[src/rtl/serial_to_settings_rb_pkg.sv]
// Shared definitions for the serial-to-settings bridge:
// frame state encodings, R/W polarity and width helpers.
package serial_to_settings_rb_pkg;

  typedef enum logic [2:0] {
    S_SEARCH  = 3'd0,
    S_ADDRESS = 3'd1,
    S_RW      = 3'd2,
    S_WDATA   = 3'd3,
    S_RDATA   = 3'd4,
    S_STOP1   = 3'd5,
    S_STOP2   = 3'd6
  } state_t;

  localparam logic RW_READ = 1'b1;

  function automatic int max_i(input int a, input int b);
    return (a > b) ? a : b;
  endfunction

  function automatic int cnt_w(input int a, input int b);
    int m;
    m = max_i(a, b);
    return (m < 2) ? 1 : $clog2(m);
  endfunction

endpackage

[src/rtl/serial_sync_edge.sv]
// Three-flop synchronizer for an async pin with
// edge outputs taken from the settled stages 2 and 3.
module serial_sync_edge (
  input  logic clk,
  input  logic reset,
  input  logic d,
  output logic s,
  output logic s2,
  output logic rise,
  output logic fall
);

  logic [2:0] st;

  // Resets high to match an idle open-drain bus.
  always_ff @(posedge clk) begin
    if (reset) st <= 3'b111;
    else       st <= {st[1:0], d};
  end

  assign s    = st[1];
  assign s2   = st[2];
  assign rise = s & ~s2;
  assign fall = ~s & s2;

endmodule

[src/rtl/serial_to_settings_rb.sv]
// Start/stop framed serial stream to settings-bus writes,
// with register readback shifted out on SDA.
module serial_to_settings_rb
  import serial_to_settings_rb_pkg::*;
#(
  parameter int AWIDTH  = 8,
  parameter int DWIDTH  = 32,
  parameter int TIMEOUT = 65535
) (
  input  logic              clk,
  input  logic              reset,
  input  logic              scl,
  input  logic              sda,
  output logic              sda_out,
  output logic              sda_oe,
  output logic              set_stb,
  output logic [AWIDTH-1:0] set_addr,
  output logic [DWIDTH-1:0] set_data,
  output logic              rd_stb,
  input  logic [DWIDTH-1:0] rb_data,
  output logic              frame_err,
  output logic [31:0]       debug
);

  localparam int CW   = cnt_w(AWIDTH, DWIDTH);
  localparam int TW   = (TIMEOUT < 2) ? 1 : $clog2(TIMEOUT + 1);
  localparam int DBGW = CW + 5;
  localparam logic [CW-1:0] A_LAST = CW'(AWIDTH - 1);
  localparam logic [CW-1:0] D_LAST = CW'(DWIDTH - 1);

  logic scl_s, scl_s2, scl_rise, scl_fall;
  logic sda_s, sda_s2, sda_rise, sda_fall;

  serial_sync_edge u_scl (
    .clk   (clk),
    .reset (reset),
    .d     (scl),
    .s     (scl_s),
    .s2    (scl_s2),
    .rise  (scl_rise),
    .fall  (scl_fall)
  );

  serial_sync_edge u_sda (
    .clk   (clk),
    .reset (reset),
    .d     (sda),
    .s     (sda_s),
    .s2    (sda_s2),
    .rise  (sda_rise),
    .fall  (sda_fall)
  );

  state_t            state, state_n;
  logic [CW-1:0]     cnt, cnt_n;
  logic [TW-1:0]     tcnt;
  logic [DWIDTH-1:0] shift;
  logic              is_read;
  logic              rd_dly;

  logic start, stop, tmo;
  logic shift_a, shift_d, drive, rd_req;
  logic err, stb, quiet;

  assign start = scl_s & scl_s2 & sda_fall;
  assign stop  = scl_s & scl_s2 & sda_rise;
  assign tmo   = (TIMEOUT != 0) && (state != S_SEARCH)
              && (tcnt == TW'(TIMEOUT));

  always_comb begin
    state_n = state;
    cnt_n   = cnt;
    shift_a = 1'b0;
    shift_d = 1'b0;
    drive   = 1'b0;
    rd_req  = 1'b0;
    err     = 1'b0;
    stb     = 1'b0;
    quiet   = 1'b0;
    if (start) begin
      state_n = S_ADDRESS;
      cnt_n   = '0;
      if (state != S_SEARCH) begin
        err   = 1'b1;
        quiet = 1'b1;
      end
    end else if (stop && state != S_SEARCH) begin
      state_n = S_SEARCH;
      quiet   = 1'b1;
      if (state == S_STOP2) stb = ~is_read;
      else                  err = 1'b1;
    end else if (tmo) begin
      state_n = S_SEARCH;
      err     = 1'b1;
      quiet   = 1'b1;
    end else begin
      unique case (state)
        S_SEARCH: begin
        end
        S_ADDRESS: if (scl_rise) begin
          shift_a = 1'b1;
          if (cnt == A_LAST) begin
            state_n = S_RW;
            cnt_n   = '0;
          end else begin
            cnt_n = cnt + CW'(1);
          end
        end
        S_RW: if (scl_rise) begin
          cnt_n = '0;
          if (sda_s == RW_READ) begin
            state_n = S_RDATA;
            rd_req  = 1'b1;
          end else begin
            state_n = S_WDATA;
          end
        end
        S_WDATA: if (scl_rise) begin
          shift_d = 1'b1;
          if (cnt == D_LAST) begin
            state_n = S_STOP1;
            cnt_n   = '0;
          end else begin
            cnt_n = cnt + CW'(1);
          end
        end
        S_RDATA: if (scl_fall) begin
          drive = 1'b1;
          if (cnt == D_LAST) begin
            state_n = S_STOP1;
            cnt_n   = '0;
          end else begin
            cnt_n = cnt + CW'(1);
          end
        end
        S_STOP1: if (scl_rise) state_n = S_STOP2;
        S_STOP2: begin
        end
        default: state_n = S_SEARCH;
      endcase
    end
  end

  always_ff @(posedge clk) begin
    if (reset) begin
      state     <= S_SEARCH;
      cnt       <= '0;
      set_addr  <= '0;
      set_data  <= '0;
      shift     <= '0;
      is_read   <= 1'b0;
      set_stb   <= 1'b0;
      rd_stb    <= 1'b0;
      rd_dly    <= 1'b0;
      frame_err <= 1'b0;
      sda_out   <= 1'b1;
      sda_oe    <= 1'b0;
    end else begin
      state     <= state_n;
      cnt       <= cnt_n;
      set_stb   <= stb;
      rd_stb    <= rd_req;
      rd_dly    <= rd_stb;
      frame_err <= err;
      if (shift_a) set_addr <= {set_addr[AWIDTH-2:0], sda_s};
      if (shift_d) set_data <= {set_data[DWIDTH-2:0], sda_s};
      if (rd_req)     is_read <= 1'b1;
      else if (start) is_read <= 1'b0;
      // Readback mux answers one cycle after the request.
      if (rd_dly)     shift <= rb_data;
      else if (drive) shift <= {shift[DWIDTH-2:0], 1'b0};
      if (drive) begin
        sda_out <= shift[DWIDTH-1];
        sda_oe  <= 1'b1;
      end else if (quiet || (scl_fall && state != S_RDATA)) begin
        sda_out <= 1'b1;
        sda_oe  <= 1'b0;
      end
    end
  end

  // Idle counter, held clear while hunting for a START.
  always_ff @(posedge clk) begin
    if (reset)
      tcnt <= '0;
    else if (scl_rise || scl_fall || start || state == S_SEARCH)
      tcnt <= '0;
    else if (tcnt != '1)
      tcnt <= tcnt + TW'(1);
  end

  assign debug = {{(32-DBGW){1'b0}}, cnt, state, scl_s, sda_s};

endmodule

[config.mk]
export PLATFORM = sky130hd
export DESIGN_NAME = serial_to_settings_rb
export DESIGN_NICKNAME = d
export VERILOG_FILES = /design/src/rtl/serial_to_settings_rb_pkg.sv /design/src/rtl/serial_sync_edge.sv /design/src/rtl/serial_to_settings_rb.sv
export SDC_FILE = /design/constraint.sdc
export NUM_CORES = 1
export LEC_CHECK = 0
export BUFFER_PORTS_ARGS = -buffer_cell sky130_fd_sc_hd__buf_2
export CAP_MARGIN = 20
export CELL_PAD_IN_SITES_DETAIL_PLACEMENT = 0
export CELL_PAD_IN_SITES_GLOBAL_PLACEMENT = 1
export CORE_MARGIN = 3
export CORE_UTILIZATION = 35
export DETAILED_ROUTE_END_ITERATION = 16
export PLACE_DENSITY_LB_ADDON = 0.12
export SYNTH_ARGS = -nofsm -noshare
export SYNTH_HDL_FRONTEND = slang
export SYNTH_SLANG_ARGS = --single-unit
[constraint.sdc]
create_clock -name clk -period 2.72 [get_ports clk]
set_input_delay 0.136 -clock clk [delete_from_list [all_inputs] [get_ports clk]]
set_output_delay 0.136 -clock clk [all_outputs]
set_load 0.005 [all_outputs]
==> impl_metrics.tcl, run 1 <==
set metrics [dict create \
    antenna_cells 0 \
    pwr-share-seq 0.522 \
    finalSetupViolations 0 \
    ir_drop_mv 0.348 \
    antenna_found_initial 0 \
    nets 672 \
    ys_warn_count 0 \
    slew_headroom 0.569 \
    die_w_um 127 \
    fin_cells 815 \
    cts_tree "built" \
    yosys.cell_types.count 50 \
    dieArea_um2 16200 \
    hpwl_um 7760 \
    cts.root.buffer_cell "clkbuf_16" \
    cellPowerDensity_nw_per_um2 517 \
    crit_arrival_ps 2550 \
    gr-total-overflow 0 \
    leakage_nw 2.69 \
    synth-main-ff-cell "dfxtp_1" \
    intPower_w 0.00239 \
    fmax_mhz 431 \
    path_max_fanout 31 \
    numPortBuffers 90 \
    synth_area_um2 5140 \
    finalMaxSlewViolations 0 \
    synth-seq-area-share 0.425 \
    initial_core_util 0.365 \
    insertion_delay_ps 350 \
    cts_sinks 109 \
    netlist_instances 558 \
    post-route-drc-count 0 \
    first_global_vias 3891 \
    rr_worst_depth 7 \
    wl_per_cell_um 13.5 \
    power_w 0.00307 \
    cp-start-kind "flip-flop" \
    cts_setup_buffers 0 \
    drt_wl_total_um 11000 \
    ys_top_cells_by_area "dfxtp_1 (42%), mux2i_1 (8.2%), nor2_1 (7.2%)" \
    die_height_um 127 \
    yosysTopAreaCellShare 0.425 \
    place_inst 797 \
    clk_path_buf_depth 2 \
    tightest_slew_ps 646 \
    final_antenna_net_count 0 \
    p_comb_frac 0.032 \
    worst-setup-path-type "flip-flop to flip-flop" \
    period_share 0.852 \
    htreeDepth 3 \
    final-hold-violation-count 0 \
    syn_to_final_growth_pct 15.6 \
    synth_commonest_cells "dfxtp_1 (109), nor2_1 (98), mux2i_1 (42)" \
    path_clk_slew_ps 70 \
    synth_most_common_cell "dfxtp_1" \
    p_clk_frac 0.446 \
    grt_max_degree 77 \
    p_sw_w 0.000682 \
    cts_made_buffers 9 \
    routed_via_density 4.91 \
    grt_pass1_wl_um 18700 \
    drv_cap 0 \
    crit_required_ps 2950 \
    hold_depth 3 \
    grt_setup_unrepaired "no" \
    min_period_ps 2320 \
    netSwitchingFraction 0.222 \
    grt_usage 0.140 \
    fin_skew_ps 11.6 \
    min_path_type "input pin to flip-flop" \
    async_reset_ff_frac 0 \
    status "finished, final reports clean" \
    tns_ps 0 \
    yosys_register_bits 109 \
    gp_congestion 0.773 \
    drt_iter0_drc 203 \
    cts_resized 0 \
    ctsHoldBuffers 2 \
    io_pins 113 \
    endpoint_kind "flip-flop" \
    final_util 0.421 \
    synth_top_area_cell "dfxtp_1" \
    synth_edf_count 0 \
    coreArea_um2 14100 \
    drive_gt1_frac 0.243 \
    via_count 3999 \
    first_pass_iters 4 \
    r2r_slack_ps 400 \
    synth_area_per_cell_um2 9.21 \
    num_rows 43 \
]
-- placed cells by master (no fill, tap or decap), types with 9 or more instances in the layout --
master / instances
a2111oi_2: 22
a21oi_1: 12
buf_2: 89
clkbuf_16: 9
conb_1: 22
dfxtp_1: 108
mux2i_1: 42
nand2_1: 20
nand3_1: 13
nor2_1: 98
nor2b_1: 34
nor3_1: 40
or2_2: 9
xor2_1: 11
-- metal layers --
layer | share of wire | vias up | global-route usage
li1 | - | 2054 | -
met1 | 0.46 | 1849 | 0.175
met2 | 0.47 | 84 | 0.232
met3 | 0.057 | 12 | 0.0489
met4 | 0.012 | 0 | 0.0366
met5 | 0 | - | 0
-- power groups by stage --
stage | sequential, W | combinational (W) | clock (W)
final | 0.00160 | 0.0000982 | 0.00137
after detailed placement | 0.00164 | 0.0000970 | 0
after global placement | 0.00164 | 0.0000965 | 0
after floorplan | 0.00164 | 0.0000794 | 0
after CTS | 0.00160 | 0.0000997 | 0.00143
after global routing | 0.00161 | 0.000112 | 0.00150
-- critical path, cell delays in order (launching register included) --
cell,delay [ps]
dfxtp_1,380
ha_1,240
and3_4,220
and4_4,290
or3_4,420
buf_12,220
nor3_1,50
a2111oi_1,370
-- stage by stage --
step,hold WS [ps],setup slack (ps),instance area (um^2)
2_1_floorplan,240,604,5220
3_3_place_gp,323,497,5610
3_5_place_dp,324,405,5610
4_1_cts,24.9,383,5940
5_1_grt,29.5,208,5940
6_report,42.8,402,5940
-- final timing paths --
kind | startpoint | to
max | tcnt[0] | shift[11]
min | rb_data[0] | shift[0]
max reg2reg | tcnt[0] | shift[11]
min reg2reg | u_sda.st[0] | u_sda.st[1]
-- flip-flops by register name, summed over array words and instances (netlist names), 3 cells and up --
register  flops
state         3
u_scl.st      3
set_addr      8
tcnt         16
set_data     32
shift        32
cnt           5
u_sda.st      3
-- logic make-up after synthesis --
kind of cell | share of synthesized area
other cells | 0.000730
flops | 0.425
simple gates | 0.253
buf+inv | 0.0828
xor+xnor | 0.0222
mux | 0.0818
fa+ha+maj | 0.0146
compound gates | 0.120
-- cell type report --
type / instances / area [um^2]
sequential: 109 / 2180
multi-input combinational: 402 / 2610
timing repair buffer: 102 / 586
inverter: 6 / 22.5
clock buffer: 10 / 239
clock inverter: 6 / 73.8
tap: 180 / 225
fill: 1457 / 8160
Note: power is estimated with default switching activity, not from simulation.
==> inputs of run 2 (changes only) <==
Settings changed: MAX_ROUTING_LAYER from default to met4, SKIP_CTS_REPAIR_TIMING from default to 1.
==> impl_metrics.tcl, run 2 (synthesized netlist as in run 1, its figures left out) <==
set metrics [dict create \
    status "finished, final reports clean" \
    antenna_found_initial 0 \
    wl_per_cell_um 13.5 \
    path_clk_slew_ps 70 \
    leakage_nw 2.69 \
    cts_sinks 109 \
    biggestRegsByFlops "set_data: 32 flops, shift: 32 flops, tcnt: 16 flops" \
    cts_tree "built" \
    cp-start-kind "flip-flop" \
    tightest_slew_ps 648 \
    first_pass_iters 6 \
    htreeDepth 3 \
    p_comb_frac 0.032 \
    cellPowerDensity_nw_per_um2 517 \
    die_w_um 127 \
    netSwitchingFraction 0.222 \
    p_clk_frac 0.446 \
    post-route-drc-count 0 \
    ir_drop_mv 0.348 \
    tns_ps 0 \
    critical-path-slowest-cell "or3_4" \
    num_rows 43 \
    period_share 0.850 \
    critPathMaxStageDelay_ps 420 \
    place_area_um2 5610 \
    final-hold-violation-count 0 \
    syn_to_final_growth_pct 15.6 \
    pwr-share-seq 0.522 \
    gr-total-overflow 0 \
    drt_wl_total_um 11000 \
    grt_usage 0.145 \
    place_inst 797 \
    clk_path_buf_depth 2 \
    routed_via_density 4.88 \
    min_period_ps 2310 \
    hpwl_um 7760 \
    via_count 3977 \
    io_pins 113 \
    initial_core_util 0.365 \
    endpoint_kind "flip-flop" \
    fin_cells 815 \
    grt_pass1_wl_um 18700 \
    drv_cap 0 \
    final_cell_mix "dfxtp_1 (108), nor2_1 (98), buf_2 (89)" \
    die_height_um 127 \
    final_antenna_net_count 0 \
    drive_gt1_frac 0.243 \
    gp_congestion 0.784 \
    final_area_um2 5940 \
    numPortBuffers 90 \
    finalMaxSlewViolations 0 \
    drt_iter0_drc 208 \
    grt_max_degree 77 \
    antenna_cells 0 \
    min_path_type "input pin to flip-flop" \
    fin_skew_ps 8.76 \
    finalSetupViolations 0 \
    slew_headroom 0.568 \
    intPower_w 0.00239 \
    final_common_cell "dfxtp_1" \
    grt_setup_unrepaired "no" \
    dieArea_um2 16200 \
    worst-setup-path-type "flip-flop to flip-flop" \
    crit_required_ps 2950 \
    coreArea_um2 14100 \
    crit_arrival_ps 2540 \
    fmax_mhz 433 \
    nets 672 \
    first_global_vias 3880 \
    p_sw_w 0.000681 \
    cts_made_buffers 9 \
    cts.root.buffer_cell "clkbuf_16" \
    cp_cell_sequence "ha_1, and3_4, and4_4, or3_4, buf_12, nor3_1, a2111oi_1" \
    insertion_delay_ps 350 \
    path_max_fanout 31 \
]
run 2: critical path: cells and delay by family, from the launching register on:
family | cells | cell delay (ps)
simple gates | 4 | 980
compound gates | 1 | 370
fa+ha+maj | 1 | 230
buf+inv | 1 | 220
flops | 1 | 380
run 2: layer usage:
metal | vias to the layer above | global-route usage | share of wire
met4 | 0 | 0.0366 | 0.013
met2 | 79 | 0.231 | 0.46
li1 | 2050 | - | -
met3 | 12 | 0.0477 | 0.051
met5 | - | - | 0
met1 | 1836 | 0.177 | 0.47
run 2: area by class of cell:
type	count	area, um^2
Sequential cell	109	2180
Fill cell	1457	8160
Tap cell	180	225
Multi-Input combinational cell	402	2610
Clock inverter	6	73.8
Inverter	6	22.5
Clock buffer	10	239
Timing Repair Buffer	102	586
run 2: path summary, 6_finish.rpt:
path,startpoint,endpoint,slack [ps],cells past startpoint
max reg2reg,tcnt[0],shift[11],410,7
min,rb_data[0],shift[0],40,3
min reg2reg,u_sda.st[0],u_sda.st[1],410,1
max,tcnt[0],shift[11],410,7
run 2: power groups by stage:
stage	sequential [W]	combinational (W)	clock, W
2_1_floorplan	0.00164	0.0000794	0
3_3_place_gp	0.00164	0.0000965	0
3_5_place_dp	0.00164	0.0000970	0
4_1_cts	0.00160	0.0000974	0.00143
5_1_grt	0.00161	0.000112	0.00150
6_report	0.00160	0.0000980	0.00137
run 2: stage by stage:
step / power, W / utilization / worst slack, ps / hold WS (ps)
4_1_cts: 0.00313 / 0.420 / 383 / -54.4
3_3_place_gp: 0.00174 / 0.398 / 497 / 323
3_5_place_dp: 0.00174 / 0.398 / 405 / 324
5_1_grt: 0.00322 / 0.421 / 210 / 28.4
6_report: 0.00307 / 0.421 / 409 / 40.3
2_1_floorplan: 0.00172 / - / 604 / 240
==> inputs of run 3 (changes only) <==
Settings changed: ABC_AREA from default to 1, CORE_UTILIZATION 35 to 34.
Clock period 2.72 ns to 2 ns, I/O delays scaled along.
==> impl_metrics.tcl, run 3 <==
set metrics [dict create \
    status "finished, final reports clean" \
    htreeDepth 3 \
    tightest_slew_ps 650 \
    period_share 0.892 \
    leakage_nw 3.12 \
    final_area_um2 6220 \
    biggestRegsByFlops "set_data: 32 flops, shift: 32 flops, tcnt: 16 flops" \
    synth_top_family_by_area "simple AND/OR/NAND/NOR gates" \
    synth_area_um2 5250 \
    power_w 0.00438 \
    io_pins 113 \
    cts_tree "built" \
    synth-main-ff-cell "dfxtp_1" \
    grt_setup_unrepaired "no" \
    fmax_mhz 560 \
    drt_iter0_drc 279 \
    synth_commonest_cells "nand2_1 (257), dfxtp_1 (109), nor2_1 (103)" \
    cp-start-kind "flip-flop" \
    grt_usage 0.156 \
    netlist_instances 781 \
    final-hold-violation-count 0 \
    grt_pass1_wl_um 20600 \
    antenna_found_initial 0 \
    worst-setup-path-type "flip-flop to flip-flop" \
    synth-xor-area-share 0.0167 \
    crit_arrival_ps 2030 \
    muxShareOfSynthArea 0.00191 \
    final_util 0.420 \
    synth_edf_count 0 \
    final_antenna_net_count 0 \
    finalMaxSlewViolations 0 \
    multi_input_area_um2 2510 \
    finalSetupViolations 0 \
    nFillCells 1591 \
    cts_sinks 109 \
    cellPowerDensity_nw_per_um2 704 \
    pwr-share-seq 0.498 \
    post-route-drc-count 0 \
    tns_ps 0 \
    drt_wl_total_um 12600 \
    die_height_um 130 \
    die_w_um 130 \
    first_global_vias 4267 \
    min_period_ps 1780 \
    p_comb_frac 0.034 \
    netSwitchingFraction 0.210 \
    min_path_type "input pin to flip-flop" \
    r2r-start "tcnt[0]" \
    fin_skew_ps 8.91 \
    dieArea_um2 17000 \
    path_max_fanout 16 \
    synth_compound_area_frac 0.0689 \
    first_pass_iters 5 \
    syn_to_final_growth_pct 18.7 \
    synth-seq-area-share 0.416 \
    antenna_cells 0 \
    numPortBuffers 90 \
    ys_warn_count 0 \
    drive_gt1_frac 0.173 \
    clk_path_buf_depth 2 \
    via_count 4796 \
    regArea_um2 2180 \
    crit_end "set_data[31]" \
    crit_required_ps 2240 \
    place_area_um2 5800 \
    wl_per_cell_um 11.9 \
    path_clk_slew_ps 70 \
    nets 910 \
    gr-total-overflow 0 \
    initial_core_util 0.354 \
    final_common_cell "nand2_1" \
    p_clk_frac 0.467 \
    cts_made_buffers 9 \
    yosysTopAreaCellShare 0.416 \
    cts.root.buffer_cell "clkbuf_16" \
    synth_area_per_cell_um2 6.72 \
    num_rows 44 \
    rr_endpoint "set_data[31]" \
    synthSimpleGateAreaFrac 0.358 \
    grt_max_degree 44 \
    rr_worst_depth 11 \
    drv_cap 0 \
    r2r_slack_ps 220 \
    critical-path-slowest-cell "dfxtp_1" \
    cp_cell_sequence "ha_1, nand3_1, nor2_2, nand3_2, nand2_2, inv_4, nand3b_4, buf_6, nand2_1, nand2_1, nor2_1" \
    endpoint_kind "flip-flop" \
    synthAdderAreaFrac 0.0143 \
    p_sw_w 0.000923 \
    synth_most_common_cell "nand2_1" \
    final_cell_mix "nand2_1 (257), dfxtp_1 (109), nor2_1 (102)" \
    path_common_cell "nand2_1" \
    ir_drop_mv 0.429 \
    hpwl_um 8730 \
    synth_top_area_cell "dfxtp_1" \
    gp_congestion 0.862 \
    yosys.cell_types.count 36 \
    ys_top_cells_by_area "dfxtp_1 (42%), nand2_1 (18%), nor2_1 (7.4%)" \
    critPathMaxStageDelay_ps 340 \
    insertion_delay_ps 350 \
    async_reset_ff_frac 0 \
    crit_start "tcnt[0]" \
    intPower_w 0.00346 \
    routed_via_density 4.54 \
    slew_headroom 0.566 \
    coreArea_um2 14800 \
    yosys_register_bits 109 \
]
[run 3: per-stage QoR]
stage | cells | setup WS (ps) | hold slack (ps)
after CTS | 1053 | 101 | -96.2
after global routing | 1057 | 6.52 | 49.5
after detailed placement | 1037 | 113 | 287
after global placement | 1037 | 154 | 286
after floorplan | 802 | 341 | 204
final | 1057 | 216 | 59.0
[run 3: cell families after synthesis]
group | after synthesis
multiplexers | 1
XOR/XNOR | 10
AO/OA/AOI/OAI | 71
AND/OR/NAND/NOR | 453
flip-flops | 109
other | 1
adder cells (fa/ha/maj) | 6
buffers and inverters | 130
[run 3: final cells by class]
type | count | share of cell area
clock inverters | 7 | 0.0195
well taps | 184 | 0.0370
inverters | 74 | 0.0450
multi-input cells | 563 | 0.403
clock buffers | 9 | 0.0362
flip-flops and latches | 109 | 0.351
repair buffers | 111 | 0.108
[run 3: power by group through the flow]
stage	registers, W	clock network, W	logic (W)
after floorplan	0.00223	0	0.000112
after global placement	0.00224	0	0.000146
after detailed placement	0.00224	0	0.000145
after CTS	0.00218	0.00215	0.000146
after global routing	0.00219	0.00221	0.000173
final	0.00219	0.00205	0.000150
[run 3: worst max-delay path: cells and delay by family (launching register included)]
family                   cells  cell delay [ps]
adder cells (fa/ha/maj)      1              210
buffers and inverters        2              270
flip-flops                   1              340
AND/OR/NAND/NOR              8              850
[run 3: worst min path at each step]
stage | startpoint | end | slack, ps | depth (start not counted)
final | reset | is_read | 60 | 2
after global placement | scl | u_scl.st[0] | 290 | 2
after floorplan | scl | u_scl.st[0] | 200 | 1
after global routing | reset | u_sda.st[1] | 50 | 2
after detailed placement | scl | u_scl.st[0] | 290 | 2
after CTS | scl | u_scl.st[0] | -100 | 2
[run 3: routing by layer]
layer  vias to the layer above  GRT usage  share of wire
met2                       112      0.236           0.44
li1                       2551          -              -
met5                         -          -              0
met4                         0     0.0458          0.011
met1                      2121      0.203           0.49
met3                        12     0.0454          0.058
